**config.mk**
```make
export PLATFORM = sky130hd
export DESIGN_NAME = id_ex_stage_reg_flat
export DESIGN_NICKNAME = d
export VERILOG_FILES = /design/src/rtl/id_ex_stage_reg_if.sv /design/src/rtl/id_ex_stage_reg.sv /design/src/flat_wrapper.sv
export SDC_FILE = /design/constraint.sdc
export NUM_CORES = 1
export LEC_CHECK = 0
export ABC_AREA = 1
export BUFFER_PORTS_ARGS = -buffer_cell sky130_fd_sc_hd__buf_4
export CELL_PAD_IN_SITES_DETAIL_PLACEMENT = 1
export CELL_PAD_IN_SITES_GLOBAL_PLACEMENT = 1
export CORE_ASPECT_RATIO = 0.8
export CORE_MARGIN = 2
export CORE_UTILIZATION = 34
export CTS_CLUSTER_DIAMETER = 50
export DETAILED_ROUTE_END_ITERATION = 8
export GPL_TIMING_DRIVEN = 0
export PLACE_DENSITY_LB_ADDON = 0.3
export SYNTH_ARGS = -nofsm -noshare
export SYNTH_HDL_FRONTEND = slang
export SYNTH_SLANG_ARGS = --single-unit
```
**constraint.sdc**
```tcl
create_clock -name clk -period 2.7 [get_ports clk]
set_clock_uncertainty 0.2 [all_clocks]
set_input_delay 0.405 -clock clk [delete_from_list [all_inputs] [get_ports clk]]
set_output_delay 0.405 -clock clk [all_outputs]
set_load 0.005 [all_outputs]
```
**src/rtl/id_ex_stage_reg_if.sv**
```systemverilog
// ID/EX pipeline register bus.
// ID-side inputs and EX-side outputs in one bundle.
interface id_ex_stage_reg_if #(
  parameter int WIDTH  = 32,
  parameter int REG_AW = 5,
  parameter int CNT_W  = 32
);
  logic              hold;
  logic              flush;
  logic              id_valid;
  logic [5:0]        id_ctrl;
  logic [1:0]        id_ALUOp;
  logic [WIDTH-1:0]  id_rdata1;
  logic [WIDTH-1:0]  id_rdata2;
  logic [WIDTH-1:0]  id_imm;
  logic [WIDTH-1:0]  id_pc4;
  logic [REG_AW-1:0] id_rs;
  logic [REG_AW-1:0] id_rt;
  logic [REG_AW-1:0] id_rd;

  logic              ex_valid;
  logic [5:0]        ex_ctrl;
  logic [1:0]        ex_ALUOp;
  logic [5:0]        ex_funct;
  logic [WIDTH-1:0]  ex_rdata1;
  logic [WIDTH-1:0]  ex_rdata2;
  logic [WIDTH-1:0]  ex_imm;
  logic [WIDTH-1:0]  ex_pc4;
  logic [REG_AW-1:0] ex_rs;
  logic [REG_AW-1:0] ex_rt;
  logic [REG_AW-1:0] ex_rd;
  logic [CNT_W-1:0]  bubble_count;

  modport master (
    output hold, flush, id_valid, id_ctrl, id_ALUOp,
    output id_rdata1, id_rdata2, id_imm, id_pc4,
    output id_rs, id_rt, id_rd,
    input  ex_valid, ex_ctrl, ex_ALUOp, ex_funct,
    input  ex_rdata1, ex_rdata2, ex_imm, ex_pc4,
    input  ex_rs, ex_rt, ex_rd, bubble_count
  );

  modport slave (
    input  hold, flush, id_valid, id_ctrl, id_ALUOp,
    input  id_rdata1, id_rdata2, id_imm, id_pc4,
    input  id_rs, id_rt, id_rd,
    output ex_valid, ex_ctrl, ex_ALUOp, ex_funct,
    output ex_rdata1, ex_rdata2, ex_imm, ex_pc4,
    output ex_rs, ex_rt, ex_rd, bubble_count
  );
endinterface

```
**src/rtl/id_ex_stage_reg.sv**
```systemverilog
// ID/EX pipeline register with hold, flush
// and a bubble counter for CPI statistics.
module id_ex_stage_reg #(
  parameter int WIDTH  = 32,
  parameter int REG_AW = 5,
  parameter int CNT_W  = 32
) (
  input logic              clk,
  input logic              reset,
  id_ex_stage_reg_if.slave bus
);
  typedef struct packed {
    logic [WIDTH-1:0]  rdata1;
    logic [WIDTH-1:0]  rdata2;
    logic [WIDTH-1:0]  imm;
    logic [WIDTH-1:0]  pc4;
    logic [REG_AW-1:0] rs;
    logic [REG_AW-1:0] rt;
    logic [REG_AW-1:0] rd;
  } data_t;

  logic             valid_q, valid_d;
  logic [5:0]       ctrl_q, ctrl_d;
  logic [1:0]       aluop_q, aluop_d;
  data_t            data_q, data_d;
  logic [CNT_W-1:0] cnt_q, cnt_d;
  data_t            id_data;

  assign id_data = '{
    rdata1: bus.id_rdata1,
    rdata2: bus.id_rdata2,
    imm:    bus.id_imm,
    pc4:    bus.id_pc4,
    rs:     bus.id_rs,
    rt:     bus.id_rt,
    rd:     bus.id_rd
  };

  // Next state: flush beats hold; a bubble
  // always carries zero control.
  always_comb begin
    valid_d = valid_q;
    ctrl_d  = ctrl_q;
    aluop_d = aluop_q;
    data_d  = data_q;
    cnt_d   = cnt_q;
    if (bus.flush) begin
      valid_d = 1'b0;
      ctrl_d  = '0;
      aluop_d = '0;
      data_d  = id_data;
      cnt_d   = cnt_q + 1'b1;
    end else if (!bus.hold) begin
      valid_d = bus.id_valid;
      ctrl_d  = bus.id_valid ? bus.id_ctrl : '0;
      aluop_d = bus.id_valid ? bus.id_ALUOp : '0;
      data_d  = id_data;
      if (!bus.id_valid) cnt_d = cnt_q + 1'b1;
    end
  end

  // State register with synchronous reset.
  always_ff @(posedge clk) begin
    if (reset) begin
      valid_q <= 1'b0;
      ctrl_q  <= '0;
      aluop_q <= '0;
      data_q  <= '0;
      cnt_q   <= '0;
    end else begin
      valid_q <= valid_d;
      ctrl_q  <= ctrl_d;
      aluop_q <= aluop_d;
      data_q  <= data_d;
      cnt_q   <= cnt_d;
    end
  end

  assign bus.ex_valid     = valid_q;
  assign bus.ex_ctrl      = ctrl_q;
  assign bus.ex_ALUOp     = aluop_q;
  assign bus.ex_rdata1    = data_q.rdata1;
  assign bus.ex_rdata2    = data_q.rdata2;
  assign bus.ex_imm       = data_q.imm;
  assign bus.ex_funct     = data_q.imm[5:0];
  assign bus.ex_pc4       = data_q.pc4;
  assign bus.ex_rs        = data_q.rs;
  assign bus.ex_rt        = data_q.rt;
  assign bus.ex_rd        = data_q.rd;
  assign bus.bubble_count = cnt_q;
endmodule

```
**src/flat_wrapper.sv**
```systemverilog
// flat-port wrapper written by rule: the top's interface ports become plain ports
module id_ex_stage_reg_flat 
#(
  parameter int WIDTH  = 32,
  parameter int REG_AW = 5,
  parameter int CNT_W  = 32
)
  (clk, reset, bus_hold, bus_flush, bus_id_valid, bus_id_ctrl, bus_id_ALUOp, bus_id_rdata1, bus_id_rdata2, bus_id_imm, bus_id_pc4, bus_id_rs, bus_id_rt, bus_id_rd, bus_ex_valid, bus_ex_ctrl, bus_ex_ALUOp, bus_ex_funct, bus_ex_rdata1, bus_ex_rdata2, bus_ex_imm, bus_ex_pc4, bus_ex_rs, bus_ex_rt, bus_ex_rd, bus_bubble_count);
  id_ex_stage_reg_if #(.WIDTH(WIDTH), .REG_AW(REG_AW), .CNT_W(CNT_W)) bus_i ();
  input logic clk;
  input logic reset;
  input wire logic [$bits(bus_i.hold)-1:0] bus_hold;
  input wire logic [$bits(bus_i.flush)-1:0] bus_flush;
  input wire logic [$bits(bus_i.id_valid)-1:0] bus_id_valid;
  input wire logic [$bits(bus_i.id_ctrl)-1:0] bus_id_ctrl;
  input wire logic [$bits(bus_i.id_ALUOp)-1:0] bus_id_ALUOp;
  input wire logic [$bits(bus_i.id_rdata1)-1:0] bus_id_rdata1;
  input wire logic [$bits(bus_i.id_rdata2)-1:0] bus_id_rdata2;
  input wire logic [$bits(bus_i.id_imm)-1:0] bus_id_imm;
  input wire logic [$bits(bus_i.id_pc4)-1:0] bus_id_pc4;
  input wire logic [$bits(bus_i.id_rs)-1:0] bus_id_rs;
  input wire logic [$bits(bus_i.id_rt)-1:0] bus_id_rt;
  input wire logic [$bits(bus_i.id_rd)-1:0] bus_id_rd;
  output wire logic [$bits(bus_i.ex_valid)-1:0] bus_ex_valid;
  output wire logic [$bits(bus_i.ex_ctrl)-1:0] bus_ex_ctrl;
  output wire logic [$bits(bus_i.ex_ALUOp)-1:0] bus_ex_ALUOp;
  output wire logic [$bits(bus_i.ex_funct)-1:0] bus_ex_funct;
  output wire logic [$bits(bus_i.ex_rdata1)-1:0] bus_ex_rdata1;
  output wire logic [$bits(bus_i.ex_rdata2)-1:0] bus_ex_rdata2;
  output wire logic [$bits(bus_i.ex_imm)-1:0] bus_ex_imm;
  output wire logic [$bits(bus_i.ex_pc4)-1:0] bus_ex_pc4;
  output wire logic [$bits(bus_i.ex_rs)-1:0] bus_ex_rs;
  output wire logic [$bits(bus_i.ex_rt)-1:0] bus_ex_rt;
  output wire logic [$bits(bus_i.ex_rd)-1:0] bus_ex_rd;
  output wire logic [$bits(bus_i.bubble_count)-1:0] bus_bubble_count;
  assign bus_i.hold = bus_hold;
  assign bus_i.flush = bus_flush;
  assign bus_i.id_valid = bus_id_valid;
  assign bus_i.id_ctrl = bus_id_ctrl;
  assign bus_i.id_ALUOp = bus_id_ALUOp;
  assign bus_i.id_rdata1 = bus_id_rdata1;
  assign bus_i.id_rdata2 = bus_id_rdata2;
  assign bus_i.id_imm = bus_id_imm;
  assign bus_i.id_pc4 = bus_id_pc4;
  assign bus_i.id_rs = bus_id_rs;
  assign bus_i.id_rt = bus_id_rt;
  assign bus_i.id_rd = bus_id_rd;
  assign bus_ex_valid = bus_i.ex_valid;
  assign bus_ex_ctrl = bus_i.ex_ctrl;
  assign bus_ex_ALUOp = bus_i.ex_ALUOp;
  assign bus_ex_funct = bus_i.ex_funct;
  assign bus_ex_rdata1 = bus_i.ex_rdata1;
  assign bus_ex_rdata2 = bus_i.ex_rdata2;
  assign bus_ex_imm = bus_i.ex_imm;
  assign bus_ex_pc4 = bus_i.ex_pc4;
  assign bus_ex_rs = bus_i.ex_rs;
  assign bus_ex_rt = bus_i.ex_rt;
  assign bus_ex_rd = bus_i.ex_rd;
  assign bus_bubble_count = bus_i.bubble_count;
  id_ex_stage_reg #(.WIDTH(WIDTH), .REG_AW(REG_AW), .CNT_W(CNT_W)) u_core (.clk(clk), .reset(reset), .bus(bus_i));
endmodule
```
# Word level (Yosys, flattened, before mapping)
# Index checks and enable logic that the tools add are counted.
dict set report word_totals {
  register_bits 184
  in_bits 156
  out_inout_bits 190
  wordCells 23
}
dict set report classes {
  add_sub_neg 1
  n_eq_ne 2
  muxes 7
  n_reduce_logical 2
}
# cell n
set ops {}
lappend ops {{two-way mux 143 bit} 2}
lappend ops {{two-way mux 32 bit} 3}
lappend ops {{adder 32 x 1 -> 32 bit (second input constant)} 1}
lappend ops {{two-way mux 6 bit} 1}
lappend ops {{two-way mux 2 bit} 1}
lappend ops {{!= test 2 x 1 -> 1 bit (second input constant)} 1}
lappend ops {{!= test 2 bit (second input constant)} 1}
lappend ops {{AND reduction 2 bit} 1}
lappend ops {{OR reduction 2 bit} 1}

# Depth between registers and ports, before layout
dict set report depth {
  depth_word 4
  ltp_mapped 10
  depth_no_buf 10
}

# Least setup slack after synthesis
# OpenSTA, ideal clock, no wires.
dict set report synth_path {
  path_type {register to register}
  startpoint {reg u_core.cnt_q[0], in the netlist u_core.bus.bubble_count[0]}
  endpoint {reg u_core.cnt_q[18], in the netlist u_core.bus.bubble_count[18]}
  setup_time_ns 0.115
  arrival_time_ns 1.244
  required_time_ns 2.385
  slack_ns 1.141
  path_stages_with_launch 9
  n_path_buf 0
  period_less_slack_ns 1.559
  cell_sequence {dfxtp_1 > ha_1 > inv_1 > nor2_2 > nand3_1 > nor2_1 > nand3_1 > nand2_1 > nor2_1}
}
dict set report synth_via {
  elab_chain_cells 4
}
# element line
set synth_lines {}
lappend synth_lines {{start, declared} id_ex_stage_reg.sv:26} ;# logic [CNT_W-1:0] cnt_q, cnt_d;
lappend synth_lines {{start signal, assigned} id_ex_stage_reg.sv:75} ;# cnt_q <= cnt_d;
lappend synth_lines {{adder 32 x 1 -> 32 bit *} {id_ex_stage_reg.sv:52, id_ex_stage_reg.sv:58}}
lappend synth_lines {{two-way mux 32 bit} id_ex_stage_reg.sv:58} ;# if (!bus.id_valid) cnt_d = cnt_q + 1'b1;
lappend synth_lines {{two-way mux 32 bit} id_ex_stage_reg.sv:53} ;# end else if (!bus.hold) begin
lappend synth_lines {{two-way mux 32 bit *} id_ex_stage_reg.sv:47} ;# if (bus.flush) begin
# Mark *: on every way between the ends. The rest lies on a longest branch, timed or not. The select of a mux whose other input is x is not followed.
# A chain may end at the register's enable or synchronous reset.

# Worst setup path after layout
# Same ends and word-level chain as after synthesis.

==> flow_summary.json <==
{
  "grt_pass1_wl_um": 51000,
  "critPathLaunchType": "flip-flop",
  "instances_no_fill": 1725,
  "die_area_mm2": 0.0219,
  "wire_per_inst_um": 19.5,
  "yosys-top-cells-area": "dfxtp_1 52%, nor2_1 19%, o21ai_0 9.7%, nand2_1 5.5%, inv_1 2.1%",
  "syn_avg_cell_area_um2": 7.31,
  "dp_hpwl_um": 21600,
  "setup_violations": 0,
  "cts_setup_buffers": 0,
  "cts.clk_slew.worst_paths_ns": 0.07,
  "coreArea_mm2": 0.0205,
  "rsz0062_at_grt": "false",
  "crit_chain": "ha_1 -> inv_1 -> nor2_2 -> nand3_1 -> nor2_1 -> nand3_1 -> nand2_1 -> nor2_1",
  "synth.distinct_cells": 24,
  "clkSinkCount": 184,
  "yosysWarnings": 0,
  "relSlewSlack": 0.678,
  "synth_edf_count": 0,
  "status": "completed",
  "path_class": "reg2reg",
  "start_util": 0.344,
  "synth_area_mm2": 0.00706,
  "grt.total_usage": 0.303,
  "fin_area_mm2": 0.0117,
  "cp_max_fo": 5,
  "timing.setup.tns_ns": 0,
  "ant_nets": 0,
  "antenna_found_initial": 2,
  "cp.required_ns": 2.82,
  "rrSetupSlack_ns": 0.72,
  "ios": 346,
  "hold_violations": 0,
  "nets": 1599,
  "slew_viol_final": 0,
  "drc": 0,
  "gp_congestion": 0.815,
  "post-route-period-util": 0.734,
  "powerDensity_mw_per_mm2": 563,
  "first_pass_iters": 4,
  "syn_inst": 966,
  "io_buffer_count": 344,
  "syn_nets": 1123,
  "dpl-instance-area_mm2": 0.00998,
  "clk_latency_ns": 0.43,
  "ys_ff_latch": 184,
  "crit_slowest_cell": "dfxtp_1",
  "ctsResizeCount": 0,
  "max_freq_ghz": 0.504,
  "async_reset_ff_frac": 0,
  "cts-hold-fix-buffers": 113,
  "grt_pass1_vias": 9367,
  "cts_inserted_buffers": 17,
  "critPathArrivalTime_ns": 2.11,
  "yosysTopAreaCellShare": 0.522,
  "vias": 8542,
  "die_x_um": 165,
  "fp-row-count": 47,
  "htree_num_levels": 4,
  "max_stage_delay_ns": 0.45,
  "avgViaCountPerCell": 4.95,
  "irDropWorstVdd_uv": 390,
  "cts_tree": "built",
  "cp-startpoint": "u_core.bus.bubble_count[0]",
  "die_h_um": 133,
  "routed_wl_um": 33600,
  "synthFlopType": "dfxtp_1",
  "gr-total-overflow": 0,
  "hold_start": "bus_id_rs[3]",
  "hold_class": "in2reg",
  "clockBufferDepth": 2,
  "rr_startpoint": "u_core.bus.bubble_count[0]",
  "synth_top_area_cell": "dfxtp_1",
  "worstSetupEndpointType": "flip-flop",
  "dp.cells": 1579,
  "cap_violations": 0,
  "ys_seq_area_frac": 0.522,
  "root_buffer": "clkbuf_16",
  "layout-drive-gt1-share": 0.297,
  "holdWs_ns": 0.0143,
  "drt_iter0_drc": 370,
  "tightest_slew_ns": 0.483,
  "period_needed_ns": 1.98,
  "power.leakage_nw": 5.39,
  "area_growth_pct": 65.8,
  "grt_max_degree": 19
}
[cell usage after synthesis (all sizes together), types with 2 or more instances]
master  count
a21oi      23
buf        39
clkbuf     18
dfxtp     184
inv        43
nand2     106
nand3      22
nand4       5
nor2      367
nor3        2
o21ai     151
xor2        2
[placed cells by master, fill, tap and decap left out, types with 2 or more instances in the layout]
cell type	synthesis	routed
inv_1	40	40
o21ai_1	13	13
nor2_2	9	9
nor3_1	2	2
dlygate4sd3_1	0	113
dfxtp_1	184	184
inv_6	0	2
clkbuf_16	0	17
clkbuf_1	18	18
buf_4	16	360
xor2_1	2	2
nand2_2	3	3
inv_2	3	3
inv_8	0	4
buf_2	22	22
a21oi_1	23	23
nand2_1	103	103
nand3_1	22	22
nand4_1	5	5
o21ai_0	137	137
clkinv_4	0	5
diode_2	0	2
nor2_4	2	2
nor2_1	356	356
[report_power, final]
part / switching (W) / leakage [nW] / internal (W)
Clock: 0.00123 / 0.285 / 0.00131
Sequential: 0.000105 / 1.52 / 0.00287
Combinational: 0.000488 / 3.58 / 0.000570
[flip-flops by register name, summed over array words and instances, names as in the netlist]
name and cells:
u_core.bus.bubble_count 32, u_core.bus.ex_imm 32, u_core.bus.ex_pc4 32, u_core.bus.ex_rdata1 32
u_core.bus.ex_rdata2 32, u_core.bus.ex_ctrl 6, u_core.bus.ex_rd 5, u_core.bus.ex_rs 5
u_core.bus.ex_rt 5, u_core.bus.ex_ALUOp 2, u_core.bus.ex_valid 1
[worst max-delay path: cells and delay by family (launching register included)]
family        cells  cell delay (ns)
fa+ha+maj         1             0.25
buf+inv           1             0.07
flops             1             0.45
simple gates      6             0.90
[area by class of cell]
| cell class | instances | area, µm² |
|---|---|---|
| inverters | 43 | 161 |
| clock buffers | 17 | 425 |
| fillers | 2559 | 8820 |
| flip-flops and latches | 184 | 3680 |
| repair buffers | 457 | 3710 |
| clock inverters | 14 | 160 |
| well taps | 269 | 337 |
| plain buffers | 57 | 309 |
| multi-input cells | 682 | 2900 |
| diodes | 2 | 5.00 |
[layer usage]
metal / vias up / GRT usage / routed length [µm]
met3: 107 / 0.0975 / 2730
li1: 4003 / - / -
met4: 0 / 0.151 / 1640
met2: 336 / 0.525 / 16300
met1: 4096 / 0.331 / 13000
met5: - / 0 / 0
[worst paths after layout]
path                            cells past startpoint                     endpoint
worst max-delay path                                8  u_core.bus.bubble_count[18]
worst min register to register                      2        u_core.bus.ex_ctrl[3]
worst min-delay path                                3          u_core.bus.ex_rs[3]
worst max register to register                      8  u_core.bus.bubble_count[18]
[kinds of logic (layout without fill, tap and decap cells)]
kind of cell | Yosys count | in the layout | synth area share
AOI/OAI and AO/OA | 174 | 174 | 0.125
xor gates and xnor gates | 2 | 2 | 0.00248
adders and majority gates | 1 | 1 | 0.00177
buffers and inverters | 100 | 588 | 0.0667
DFF | 184 | 184 | 0.522
other | 0 | 2 | 0
and+or+nand+nor | 505 | 505 | 0.282
[per-stage QoR]
stage	utilization	power (W)	setup WS, ns
floorplan	-	0.00332	1.14
global placement	0.486	0.00387	0.603
detailed placement	0.486	0.00389	0.517
CTS	0.570	0.00656	0.708
global route	0.570	0.00682	0.533
finish	0.570	0.00658	0.718
Note: power is estimated with default switching activity, not from simulation.
